==> src/rtl/watch_pkg.sv <==
`default_nettype none
// ============================================================================
//  Module      : watch_pkg
//  Description : Shared constants for the watch display path. Holds the scan
//                state encoding, the active-low 7-segment patterns
//                (bit 6..0 = a..g) and the all-anodes-off value.
//  Revision    : 1.0  initial release
// ============================================================================
package watch_pkg;

   // Scan state encoding
   typedef logic [2:0] scan_state_t;

   localparam scan_state_t ST_BLANK = 3'd0;
   localparam scan_state_t ST_SCAN0 = 3'd1;
   localparam scan_state_t ST_SCAN1 = 3'd2;
   localparam scan_state_t ST_SCAN2 = 3'd3;
   localparam scan_state_t ST_SCAN3 = 3'd4;

   // Active-low segment patterns, bit 6..0 = a..g
   localparam logic [6:0] C_SEG_0    = 7'h01;
   localparam logic [6:0] C_SEG_1    = 7'h4F;
   localparam logic [6:0] C_SEG_2    = 7'h12;
   localparam logic [6:0] C_SEG_3    = 7'h06;
   localparam logic [6:0] C_SEG_4    = 7'h4C;
   localparam logic [6:0] C_SEG_5    = 7'h24;
   localparam logic [6:0] C_SEG_6    = 7'h20;
   localparam logic [6:0] C_SEG_7    = 7'h0F;
   localparam logic [6:0] C_SEG_8    = 7'h00;
   localparam logic [6:0] C_SEG_9    = 7'h04;
   localparam logic [6:0] C_SEG_DASH = 7'h7E;
   localparam logic [6:0] C_SEG_OFF  = 7'h7F;

   // Active-low anodes, all digits dark
   localparam logic [3:0] C_AN_OFF   = 4'b1111;

endpackage : watch_pkg
`default_nettype wire

==> src/rtl/bcd_to_seg.sv <==
`default_nettype none
// ============================================================================
//  Module      : bcd_to_seg
//  Description : Combinational BCD to active-low 7-segment decoder.
//                Codes 10..15 show a dash (segment g only).
//  Ports       : bcd_i [3:0]  BCD digit in
//                seg_o [6:0]  active-low segments, bit 6..0 = a..g
//  Revision    : 1.0  initial release
// ============================================================================
module bcd_to_seg
   import watch_pkg::*;
(
   input  logic [3:0] bcd_i,
   output logic [6:0] seg_o
);

   always_comb begin
      seg_o = C_SEG_DASH;
      case (bcd_i)
         4'd0:    seg_o = C_SEG_0;
         4'd1:    seg_o = C_SEG_1;
         4'd2:    seg_o = C_SEG_2;
         4'd3:    seg_o = C_SEG_3;
         4'd4:    seg_o = C_SEG_4;
         4'd5:    seg_o = C_SEG_5;
         4'd6:    seg_o = C_SEG_6;
         4'd7:    seg_o = C_SEG_7;
         4'd8:    seg_o = C_SEG_8;
         4'd9:    seg_o = C_SEG_9;
         default: seg_o = C_SEG_DASH;
      endcase
   end

endmodule : bcd_to_seg
`default_nettype wire

==> src/rtl/display_scanner.sv <==
`default_nettype none
// ============================================================================
//  Module      : display_scanner
//  Description : Time-multiplexed driver for a 4-digit common-anode 7-segment
//                display. A prescaler sets how long each digit is lit; a
//                frame snapshot of the four BCD inputs is taken on every
//                entry to SCAN0 so a frame never mixes old and new digits.
//                In set mode the digits blink with a 1 Hz phase, and the
//                decimal point of digit 2 serves as the blinking colon.
//  Ports       : userclock        system clock (rising edge)
//                reset            synchronous active-high reset
//                clk_1Hz          1 Hz tick, asynchronous to userclock
//                switch2          set-mode flag (1 = time being set)
//                num0..num3 [3:0] BCD: min ones, min tens, hr ones, hr tens
//                an   [3:0]       active-low anodes, bit k = digit k
//                seg  [6:0]       active-low segments, bit 6..0 = a..g
//                dp               active-low decimal point (colon)
//  Revision    : 1.0  initial release
// ============================================================================
module display_scanner
   import watch_pkg::*;
#(
   parameter int unsigned REFRESH_DIV   = 50000,
   parameter bit          BLANK_LEADING = 1'b1
)
(
   input  logic       userclock,
   input  logic       reset,
   input  logic       clk_1Hz,
   input  logic       switch2,
   input  logic [3:0] num0,
   input  logic [3:0] num1,
   input  logic [3:0] num2,
   input  logic [3:0] num3,
   output logic [3:0] an,
   output logic [6:0] seg,
   output logic       dp
);

   localparam logic [19:0] C_DIV_LAST = REFRESH_DIV[19:0] - 20'd1;

   // ------------------------------------------------------------------------
   // Prescaler
   // ------------------------------------------------------------------------
   logic [19:0] cnt_q, cnt_d;
   logic        w_tc;

   assign w_tc = (cnt_q == C_DIV_LAST);

   always_comb begin
      cnt_d = w_tc ? 20'd0 : cnt_q + 20'd1;
   end

   always_ff @(posedge userclock) begin
      if (reset) cnt_q <= 20'd0;
      else       cnt_q <= cnt_d;
   end

   // ------------------------------------------------------------------------
   // Scan FSM: state register
   // ------------------------------------------------------------------------
   scan_state_t state_q, state_d;

   always_ff @(posedge userclock) begin
      if (reset) state_q <= ST_BLANK;
      else       state_q <= state_d;
   end

   // Scan FSM: next-state logic
   always_comb begin
      state_d = state_q;
      if (w_tc) begin
         case (state_q)
            ST_BLANK: state_d = ST_SCAN0;
            ST_SCAN0: state_d = ST_SCAN1;
            ST_SCAN1: state_d = ST_SCAN2;
            ST_SCAN2: state_d = ST_SCAN3;
            ST_SCAN3: state_d = ST_SCAN0;
            default:  state_d = ST_BLANK;
         endcase
      end
   end

   // ------------------------------------------------------------------------
   // Frame snapshot: loaded on the edge that enters SCAN0. SCAN0 is never
   // re-entered from itself, so a terminal count targeting SCAN0 is an entry.
   // ------------------------------------------------------------------------
   logic [15:0] snap_q, snap_d;

   always_comb begin
      snap_d = snap_q;
      if (w_tc && (state_d == ST_SCAN0)) snap_d = {num3, num2, num1, num0};
   end

   always_ff @(posedge userclock) begin
      if (reset) snap_q <= 16'h0000;
      else       snap_q <= snap_d;
   end

   // ------------------------------------------------------------------------
   // Blink phase: 2-flop synchronizer, then an edge-detect flop on the
   // synchronized signal. Phase update is independent of the scan FSM, so
   // a toggle landing on a scan advance is never lost.
   // ------------------------------------------------------------------------
   logic [1:0] sync_q, sync_d;
   logic       prev_q, prev_d;
   logic       phase_q, phase_d;
   logic       w_rise;

   assign w_rise = sync_q[1] & ~prev_q;

   always_comb begin
      sync_d  = {sync_q[0], clk_1Hz};
      prev_d  = sync_q[1];
      phase_d = phase_q ^ w_rise;
   end

   always_ff @(posedge userclock) begin
      if (reset) begin
         sync_q  <= 2'b00;
         prev_q  <= 1'b0;
         phase_q <= 1'b0;
      end else begin
         sync_q  <= sync_d;
         prev_q  <= prev_d;
         phase_q <= phase_d;
      end
   end

   // ------------------------------------------------------------------------
   // Digit select and decode
   // ------------------------------------------------------------------------
   logic [3:0] w_digit;
   logic [1:0] w_idx;
   logic       w_scan;
   logic [6:0] w_seg;
   logic       w_lead_blank;
   logic       w_blank;

   always_comb begin
      w_digit = 4'h0;
      w_idx   = 2'd0;
      w_scan  = 1'b0;
      case (state_q)
         ST_SCAN0: begin w_digit = snap_q[3:0];   w_idx = 2'd0; w_scan = 1'b1; end
         ST_SCAN1: begin w_digit = snap_q[7:4];   w_idx = 2'd1; w_scan = 1'b1; end
         ST_SCAN2: begin w_digit = snap_q[11:8];  w_idx = 2'd2; w_scan = 1'b1; end
         ST_SCAN3: begin w_digit = snap_q[15:12]; w_idx = 2'd3; w_scan = 1'b1; end
         default:  ;
      endcase
   end

   bcd_to_seg u_bcd_to_seg (
      .bcd_i (w_digit),
      .seg_o (w_seg)
   );

   generate
      if (BLANK_LEADING) begin : g_lead_blank
         assign w_lead_blank = (state_q == ST_SCAN3) && (snap_q[15:12] == 4'h0);
      end else begin : g_no_lead_blank
         assign w_lead_blank = 1'b0;
      end
   endgenerate

   // Set mode darkens the whole display during the off half of the blink.
   assign w_blank = (switch2 & ~phase_q) | w_lead_blank;

   // ------------------------------------------------------------------------
   // Output logic (registered below, so outputs lag the state by one cycle)
   // ------------------------------------------------------------------------
   logic [3:0] an_q, an_d;
   logic [6:0] seg_q, seg_d;
   logic       dp_q, dp_d;

   always_comb begin
      an_d  = C_AN_OFF;
      seg_d = C_SEG_OFF;
      dp_d  = 1'b1;
      if (w_scan && !w_blank) begin
         an_d  = ~(4'b0001 << w_idx);
         seg_d = w_seg;
         dp_d  = ~((state_q == ST_SCAN2) && phase_q);
      end
   end

   always_ff @(posedge userclock) begin
      if (reset) begin
         an_q  <= C_AN_OFF;
         seg_q <= C_SEG_OFF;
         dp_q  <= 1'b1;
      end else begin
         an_q  <= an_d;
         seg_q <= seg_d;
         dp_q  <= dp_d;
      end
   end

   assign an  = an_q;
   assign seg = seg_q;
   assign dp  = dp_q;

endmodule : display_scanner
`default_nettype wire

==> config.mk <==
export PLATFORM = sky130hd
export DESIGN_NAME = display_scanner
export DESIGN_NICKNAME = d
export VERILOG_FILES = /design/src/rtl/watch_pkg.sv /design/src/rtl/bcd_to_seg.sv /design/src/rtl/display_scanner.sv
export SDC_FILE = /design/constraint.sdc
export NUM_CORES = 1
export LEC_CHECK = 0
export BUFFER_PORTS_ARGS = -buffer_cell sky130_fd_sc_hd__buf_4
export CELL_PAD_IN_SITES_DETAIL_PLACEMENT = 2
export CELL_PAD_IN_SITES_GLOBAL_PLACEMENT = 2
export CORE_UTILIZATION = 33
export CTS_CLUSTER_DIAMETER = 120
export DETAILED_ROUTE_END_ITERATION = 12
export PLACE_DENSITY_LB_ADDON = 0.1
export REMOVE_ABC_BUFFERS = 1
export SYNTH_ARGS = -nofsm -noshare
export SYNTH_HDL_FRONTEND = slang
export SYNTH_SLANG_ARGS = --single-unit
==> constraint.sdc <==
create_clock -name userclock -period 2.04 [get_ports userclock]
set_clock_uncertainty 0.15 [all_clocks]
set_input_delay 0.408 -clock userclock [delete_from_list [all_inputs] [get_ports userclock]]
set_output_delay 0.408 -clock userclock [all_outputs]
set_load 0.005 [all_outputs]
==> results.yml <==
sta:
  hold_viol_final: 0
  holdWs_ns: 0.1670
  max_clock_freq_mhz: 492.4
  final-setup-viol-count: 0
  worstMarginPinSlew_ns: 0.6778
  relSlewSlack: 0.5439
  slew_violations: 0
  fin_crit_ns: 2.031
  fin_crit_sh: 0.9956
  setup_ws_ns: 0.009076
die:
  dieArea_sq_mm: 0.008668
  die_h_um: 93.10
  core_sq_mm: 0.007888
  die_w_um: 93.10
  pin_count: 32
  rows: 32
  start_util: 0.3472
clocking:
  cts_hold_buf: 0
  cts_tree: "built"
  cts_buffers: 5
  clk_latency_ns: 0.31
  clk_transition_reported_paths_ns: 0.10
  cts_buffer_depth: 2
  clock-sinks: 55
  cts-root-buf: "clkbuf_8"
  cts_max_level: 2
power_and_ir_drop:
  power_switching_mw: 0.3892
  p_seq_frac: 0.610
  swShare: 0.2192
  ir_worst_vdd_mv: 0.2466
  powerDensity_mw_per_mm2: 514.4
  pwr-share-clk: 0.348
  total_power_mw: 1.775
  leakage_nw: 1.268
  p_int_mw: 1.386
  comb_power_share: 0.042
setup_path:
  timing.rr.end: "seg[2]$_SDFF_PP1_"
  worst_setup_path_end_kind: "flop"
  startpoint: "state_q[2]$_SDFF_PP0_"
  r2r_start: "state_q[2]$_SDFF_PP0_"
  path_buf_inv: 2
  cp.depth: 6
  worstPathRequired_ns: 2.13
  critPathSlowestCell: "dfxtp_4"
  rrSetupSlack_ns: 0.009
  crit_family: "flip-flops"
  reg2reg_depth: 6
  crit_top_cell: "buf_4"
  cp-start-kind: "flop"
  path_class: "reg2reg"
  cp-endpoint: "seg[2]$_SDFF_PP1_"
  crit_arrival_ns: 2.12
  critPathMaxFanout: 12
  crit_path_cell_trace: "buf_4 > nor4bb_1 > a211o_1 > buf_4 > mux2_2 > a22oi_2"
  max_stage_delay_ns: 0.44
route:
  vias: 2401
  postRouteAntennaNets: 0
  routedWlPerCell_um: 17.20
  wl_um: 7586
  wl_met1_um: 3768
  viasPerCell: 5.444
  drt-initial-drc-count: 52
  dr.pass1.iters: 4
  met3_length_um: 150
  drc: 0
  routed.top_layer: "met4"
  wl_met2_um: 3622
min_path:
  worstHoldStart: "clk_1Hz"
  min_path_type: "in2reg"
grt:
  grt_max_degree: 21
  grt_pass1_wl_um: 12320
  grtUsageTotal: 0.1792
  grt_pass1_vias: 2418
  antenna_found_initial: 0
  grt_overflow_total: 0
final_layout:
  final_nets: 367
  drive_gt1_frac: 0.3363
  area_delta_synth_final_pct: 25.99
  post-route-util: 0.4375
  num_antenna_cells: 0
  num-fill-cells: 858
  layout.cells.non_filler: 441
synthesis:
  syn_area_sq_mm: 0.002739
  synth_warnings: 0
  synthCells: 285
  netlist_top_cells_area: "dfxtp_1, nand4_1, o31ai_1"
  synth_simple_gate_area_frac: 0.2490
  ys_types: 50
  yosys.area.top_type: "dfxtp_1"
  yosysSeqAreaShare: 0.4020
  synthAdderAreaFrac: 0.03655
  synth_compound_area_frac: 0.1626
  synth_xor_area_frac: 0.04157
  ys_ff_latch: 55
  muxShareOfSynthArea: 0.03198
  syn_area_per_cell_sq_um: 9.610
  synth_top_area_share: 0.4020
  synth_edf_count: 0
  synth_ff_type: "dfxtp_1"
  ys_async_sr_fraction: 0
  synth_top_family_by_area: "simple AND/OR/NAND/NOR gates"
place:
  hpwl_um: 5487
  dp_worst_setup_slack_ns: -0.05594
  io_buffers: 31
  dp.cells: 429
  gp_congestion: 0.8204
run_status:
  status: "finished, final reports clean"
job:
  maxCapViolCount: 0
==> synth_stat cells (2+ instances only) <==
master,n
a22oi_1,4
o21ai_0,9
or4_1,4
and3_1,4
mux2i_1,2
ha_1,8
inv_1,8
nand3_1,7
clkbuf_1,4
dfxtp_1,55
nand2_1,3
buf_2,5
xor2_1,7
nor3_1,2
mux2_2,6
nor4bb_1,7
nand3b_1,2
nand4_1,25
buf_4,2
or4_4,2
clkbuf_2,2
nor2b_1,7
o21bai_1,2
or2_2,2
a21oi_1,27
xnor2_1,6
o31ai_1,20
or3_1,5
buf_6,4
nor2_1,20
clkbuf_8,5
==> flip-flops by register name (all words and copies together), names as in the netlist <==
register,count
an,4
cnt_q,20
dp,1
phase_q,1
prev_q,1
seg,7
snap_q,16
state_q,3
sync_q,2
==> cell usage in the layout, fill, tap and decap left out, types with 2 or more instances in the layout <==
cell	instances
o31ai_2	2
dfxtp_4	3
o21ai_0	8
mux2i_1	2
a22oi_1	2
nand3b_1	2
or4_4	3
or3_1	4
buf_4	65
nand2_1	3
xnor2_1	6
a22oi_2	2
a21oi_1	27
clkbuf_8	6
o21bai_1	2
dfxtp_1	52
and3_1	4
or2_2	2
a211oi_2	2
inv_1	7
nor4bb_4	2
or4_1	3
nor3_1	2
nor2b_1	6
nand3_1	7
xor2_1	7
buf_12	4
o31ai_1	18
ha_2	3
nor2_1	20
nor4bb_1	4
ha_1	5
nand4_1	25
mux2_2	5
==> logic make-up after synthesis <==
group / after synthesis
compound gates: 69
xor+xnor: 13
fa+ha+maj: 8
buf+inv: 30
flops: 55
mux: 8
simple gates: 102
==> worst min path at each step <==
stage,end,slack [ns],depth (start not counted)
6_report,sync_q[0]$_SDFF_PP0_,0.17,2
5_1_grt,sync_q[0]$_SDFF_PP0_,0.19,2
4_1_cts,sync_q[0]$_SDFF_PP0_,0.15,2
3_5_place_dp,dp$_SDFF_PP1_,0.29,1
3_3_place_gp,sync_q[1]$_SDFF_PP0_,0.27,1
2_1_floorplan,sync_q[1]$_SDFF_PP0_,0.26,1
==> metrics by stage <==
step	setup TNS (ns)	instance area [sq um]
floorplan	-8.296	2560
global route	-0.1423	3451
finish	0	3451
global placement	-0.01221	3218
CTS	-0.01330	3309
detailed placement	-0.1736	3218
==> worst register-to-register path, cell delays in order (launching register included) <==
cell and delay, ns:
dfxtp_4 0.44, buf_4 0.16, nor4bb_1 0.36, a211o_1 0.19
buf_4 0.17, mux2_2 0.35, a22oi_2 0.15
==> final cells by class <==
| cell class | count | area, sq um | share of cell area |
|---|---|---|---|
| Multi-Input combinational cell | 200 | 1521 | 0.4409 |
| Sequential cell | 55 | 1112 | 0.3223 |
| Timing Repair Buffer | 69 | 568.0 | 0.1646 |
| Tap cell | 102 | 127.6 | 0.03698 |
| Clock buffer | 6 | 82.58 | 0.02393 |
| Inverter | 8 | 33.78 | 0.009790 |
| Clock inverter | 1 | 5.005 | 0.001450 |
==> power by group through the flow <==
stage | Sequential [mW] | Combinational, mW | Clock (mW)
floorplan | 1.11 | 0.0211 | 0
global placement | 1.11 | 0.0731 | 0
detailed placement | 1.11 | 0.0768 | 0
CTS | 1.09 | 0.0771 | 0.659
global route | 1.09 | 0.0824 | 0.691
finish | 1.08 | 0.0748 | 0.617
==> what timing repair did <==
action | 4_1_cts | 5_1_grt
gates resized for setup | 3 | 24
setup endpoints to repair | 6 | 12
pin swaps | 0 | 3
setup buffers | 0 | 5
endpoints found under the hold margin | 0 | 0
gates cloned | 0 | 0
==> routing by layer <==
| layer | GRT usage | vias up |
|---|---|---|
| met3 | 0.02683 | 6 |
| met5 | 0 | - |
| met2 | 0.2960 | 32 |
| li1 | - | 1169 |
| met4 | 0.03462 | 0 |
| met1 | 0.2481 | 1194 |
Power figures use the tool's default switching activity.
